$ cat config.mk
export PLATFORM = sky130hd
export DESIGN_NAME = ram_burst_ctrl
export DESIGN_NICKNAME = d
export VERILOG_FILES = /design/src/rtl/ram_burst_ctrl.sv
export SDC_FILE = /design/constraint.sdc
export NUM_CORES = 1
export LEC_CHECK = 0
export ABC_AREA = 1
export BUFFER_PORTS_ARGS = -buffer_cell sky130_fd_sc_hd__buf_4
export CAP_MARGIN = 15
export CORE_MARGIN = 2
export CORE_UTILIZATION = 40
export DETAILED_ROUTE_END_ITERATION = 16
export PLACE_DENSITY = 0.73
export SLEW_MARGIN = 20
export SYNTH_ARGS = -nofsm -noshare
export SYNTH_HDL_FRONTEND = slang
export SYNTH_SLANG_ARGS = --single-unit
$ cat constraint.sdc
create_clock -name clk -period 4.4 [get_ports clk]
set_clock_uncertainty 0.2 [all_clocks]
set_input_delay 0.44 -clock clk [delete_from_list [all_inputs] [get_ports clk]]
set_output_delay 0.44 -clock clk [all_outputs]
set_load 0.1 [all_outputs]
$ cat src/rtl/ram_burst_ctrl.sv
// ram_burst_ctrl: valid/ready burst master that streams bytes into or out of a 64x8 single-port RAM
module ram_burst_ctrl #(
  parameter int ADDR_W = 6,
  parameter int DATA_W = 8,
  parameter int LEN_W  = 7
) (
  input  logic              clk,
  input  logic              rst_n,
  input  logic              cmd_valid,
  output logic              cmd_ready,
  input  logic              cmd_write,
  input  logic [ADDR_W-1:0] cmd_addr,
  input  logic [LEN_W-1:0]  cmd_len,
  input  logic              wr_valid,
  output logic              wr_ready,
  input  logic [DATA_W-1:0] wr_data,
  output logic              rd_valid,
  input  logic              rd_ready,
  output logic [DATA_W-1:0] rd_data,
  output logic              busy,
  output logic              done,
  output logic [ADDR_W-1:0] ram_address,
  output logic [DATA_W-1:0] ram_data_in,
  output logic              ram_write_enable,
  input  logic [DATA_W-1:0] ram_data_out
);
  typedef enum logic [2:0] {IDLE, WRITE, RD_ISSUE, RD_CAPT, RD_OUT, DONE} state_t;
  state_t            state_q, state_d;
  logic [ADDR_W-1:0] addr_q, addr_d;
  logic [LEN_W-1:0]  rem_q, rem_d;
  logic [DATA_W-1:0] rd_data_q, rd_data_d;
  logic              rd_valid_q, rd_valid_d;
  always_comb begin
    state_d    = state_q;
    addr_d     = addr_q;
    rem_d      = rem_q;
    rd_data_d  = rd_data_q;
    rd_valid_d = rd_valid_q;
    unique case (state_q)
      IDLE: if (cmd_valid) begin
        addr_d  = cmd_addr;
        rem_d   = cmd_len;
        state_d = (cmd_len == '0) ? DONE : cmd_write ? WRITE : RD_ISSUE;
      end
      WRITE: if (wr_valid) begin
        addr_d  = addr_q + 1'b1;
        rem_d   = rem_q - 1'b1;
        state_d = (rem_q == LEN_W'(1)) ? DONE : WRITE;
      end
      RD_ISSUE: state_d = RD_CAPT;
      RD_CAPT: begin
        rd_data_d  = ram_data_out;
        rd_valid_d = 1'b1;
        state_d    = RD_OUT;
      end
      RD_OUT: if (rd_ready) begin
        rd_valid_d = 1'b0;
        addr_d     = addr_q + 1'b1;
        rem_d      = rem_q - 1'b1;
        state_d    = (rem_q == LEN_W'(1)) ? DONE : RD_ISSUE;
      end
      DONE: state_d = IDLE;
      default: state_d = IDLE;
    endcase
  end
  always_ff @(posedge clk or negedge rst_n) begin
    if (!rst_n) begin
      state_q    <= IDLE;
      addr_q     <= '0;
      rem_q      <= '0;
      rd_data_q  <= '0;
      rd_valid_q <= 1'b0;
    end else begin
      state_q    <= state_d;
      addr_q     <= addr_d;
      rem_q      <= rem_d;
      rd_data_q  <= rd_data_d;
      rd_valid_q <= rd_valid_d;
    end
  end
  // RAM write strobe is combinational so a held wr_valid streams one byte per clock
  assign cmd_ready        = (state_q == IDLE);
  assign busy             = (state_q != IDLE);
  assign done             = (state_q == DONE);
  assign wr_ready         = (state_q == WRITE);
  assign ram_write_enable = wr_ready & wr_valid;
  assign ram_address      = addr_q;
  assign ram_data_in      = wr_data;
  assign rd_valid         = rd_valid_q;
  assign rd_data          = rd_data_q;
endmodule

==> run summary <==
* completed — result of the run
* 0 ns — Final TNS setup
* 0 — total gr overflow
* 0.09 ns — clock-pin slew on the worst setup and hold paths
* 0.8616 — placer congestion estimate
* 0 — initial antenna violation count
* 1462 — via count of the first global-routing pass
* 42.11% — effective utilization at floorplan
* 0 — number of antenna cells inserted
* 0 — number of warning messages in the yosys log
* 100.0% — Synth async-reset ratio
* no — RSZ-0062 raised after global routing
* 3512 um — final wirelength
* 2 — maximum clock path buffer count
* 1471 — Via Count
* 2.146 ns — post-layout min period
* 20.80% — Area Overhead vs Synth
* 3 — CTS Buf Count
* 39.16% — Post-Synth Simple-Gate Area
* 4 — count of TritonRoute iterations in the first routing pass
* output port — type of destination of the critical path
* nand2_1 — leading cell type in the layout, fill and taps excluded
* 2686 um — total half-perimeter wirelength after legalization and detailed placement
* 23 — Core Rows
* 11.44 um — routed len/inst
* 1 — number of buffer and inverter instances along the worst setup path
* done — TritonCTS clock tree
* simple AND/OR/NAND/NOR gates — combinational family with the most area after synthesis
* 4.792 — via/cell ratio
* 0.48 ns — delay of the slowest cell on the worst path
* 0 — pins over their slew limit
* 6147 um — wire length of the first global-routing pass
* 0 — count of flip-flops with a built-in enable after synthesis
* 411 — fill cell instance count of the final layout
* 32 — distinct cell type count of the synthesized netlist
* 69.13 um — Die Height
* 36.87% — area share of the largest cell type after synthesis
* 0 — Post-CTS Setup Bufs
* 4029 um2 — core outline area
* 1.032% — xor and xnor area share after synthesis
* register — launching element type of the critical path
* 46 — IO buf count
* 0 — total setup violations reported at the end of the flow
* 5.310% — mux share of post-synthesis cell area
* dfrtp_1 — Most used DFF post-synth
* reg2out — classification of the worst setup path
* clkbuf_8 — Clock Root Buffer
* 0 — post-route ant nets
* 7 — largest fanout of any net on the critical path
* 15.28% — global-route usage over all layers
* 0.3350 ns — Least-Margin Pin Slew
* dfrtp_1 — critical-path cell with the highest stage delay
* 69.13 um — overall die width
* 256 — Mapped Nets
* 0.27 ns — latest clock arrival within the worst-skew pair
* 50.87% — final core utilization
* 0 — count of maximum capacitance violations
* 1697 um2 — area of the mapped netlist
* 25 — number of sinks handled by clock tree synthesis
* 36.87% — sequential share of the synthesized area
* 1.51 ns — Worst EP arrival
* 4778 um2 — Die ar.
* flip-flops — category of cells accounting for the largest share of critical-path delay
* 63 — I/O Pins
* 0 — count of cells resized by post-cts repair
* 296 — final layout net count
* 1 — Clock H-tree levels
* dfrtp_1 — largest area contributor in the synthesized netlist
* 0 — count of endpoints failing hold in the final timing report
* nor2_2 > nand2_2 > nor2_1 > buf_4 — cell chain of the critical path
* dfrtp_1 37%, nand2_1 17%, nand3_2 5.3% — cells taking the most area after synthesis
* 26 — pin count of the biggest net entering global routing
* 3.171% — Synth Area in Compound Gates
* 7.783 um2 — Mapped Avg Cell Area
* 25 — register bit total from synthesis
* 48.78% — part of the cycle the worst path needs
* 75 x nand2_1, 46 x buf_4, 25 x dfrtp_1 — most frequent cells in the layout
* 2.62 ns — reg-to-reg slack, setup
* 0 — number of DRC violations after detailed routing
* 218 — instance count of the mapped netlist
* 3.76 ns — critical path required time
* in2reg — Hold Path Class
* 47 — violation count after the first detailed-route iteration
* 465.9 MHz — Max Freq
* 77.67% — normalized max-slew margin
* 32.68% — fraction of layout cells with a size suffix above 1
* 2.212% — synthesized-area fraction occupied by adder cells
area by class of cell:
cell class	instances	area (um2)	share of cell area, %
multi-input cells	156	863.3	42.12
flip-flops and latches	25	625.6	30.52
repair buffers	47	355.3	17.34
inverters	25	93.84	4.579
well taps	50	62.56	3.052
clock buffers	3	41.29	2.015
clock inverters	1	7.507	0.3663
cell usage after synthesis, types with 3 or more instances:
library cell / count
buf_4: 9
mux2_2: 8
or2_2: 4
nand4_1: 3
o21ai_0: 4
inv_1: 22
ha_1: 3
dfrtp_1: 25
inv_2: 3
nand2_1: 75
nand3_2: 9
nand3_1: 16
nor2_1: 14
repair_timing:
action	in CTS	in global routing
endpoints found under the hold margin	25	0
endpoints found under the setup margin	0	0
hold buffers	1	0
worst paths after layout:
path	endpoint	start	depth (start not counted)
max reg2reg	ram_address[3]$_DFFE_PN0P_	state_q[0]$_DFFE_PN0P_	7
min reg2reg	rem_q[5]$_DFFE_PN0P_	rem_q[5]$_DFFE_PN0P_	2
max	ram_write_enable	state_q[1]$_DFFE_PN0P_	4
max in group asynchronous	rd_data[3]$_DFFE_PN0P_	rst_n	2
min in group asynchronous	rem_q[1]$_DFFE_PN0P_	rst_n	2
min	rd_data[1]$_DFFE_PN0P_	ram_data_out[1]	2
metrics by stage:
| step | setup WS [ns] | hold slack [ns] | instance area (um2) | std cells |
|---|---|---|---|---|
| final | 2.254 | 0.1939 | 2049 | 307 |
| after global routing | 2.159 | 0.1868 | 2049 | 307 |
| after CTS | 2.232 | 0.1871 | 2049 | 307 |
| after detailed placement | 2.544 | 0.1681 | 1991 | 302 |
| after global placement | 2.594 | 0.1669 | 1991 | 302 |
| after floorplan | 1.164 | -0.05559 | 1697 | 218 |
cell families (layout without fill, tap and decap cells):
| logic type | Yosys count | count (layout) |
|---|---|---|
| compound gates | 9 | 9 |
| xor+xnor | 2 | 2 |
| fa+ha+maj | 3 | 3 |
| buf+inv | 37 | 76 |
| flops | 25 | 25 |
| mux | 8 | 8 |
| simple gates | 134 | 134 |
sequential cells by signal, summed over array words and instances, names as in the netlist:
| signal | cells |
|---|---|
| state_q | 3 |
| rd_data | 8 |
| rd_valid | 1 |
| ram_address | 6 |
| rem_q | 7 |
worst reg2reg max path: stages (launching register included):
cell and delay [ns]:
dfrtp_1 0.55, inv_1 0.14, nand3b_2 0.14, nand2_4 0.08, nor2_8 0.28, inv_2 0.14, nand2_1 0.09, nand2_1 0.06
routing by layer:
metal	share of wire, %	wire (um)	global-route usage, %
met5	0	0	0
met4	0.60	21	5.229
met3	4.4	153	2.339
met2	50	1739	25.43
met1	46	1599	20.20
Power is not shown: default switching activity piles up to over one toggle a cycle in this logic, so the estimate is an artifact.
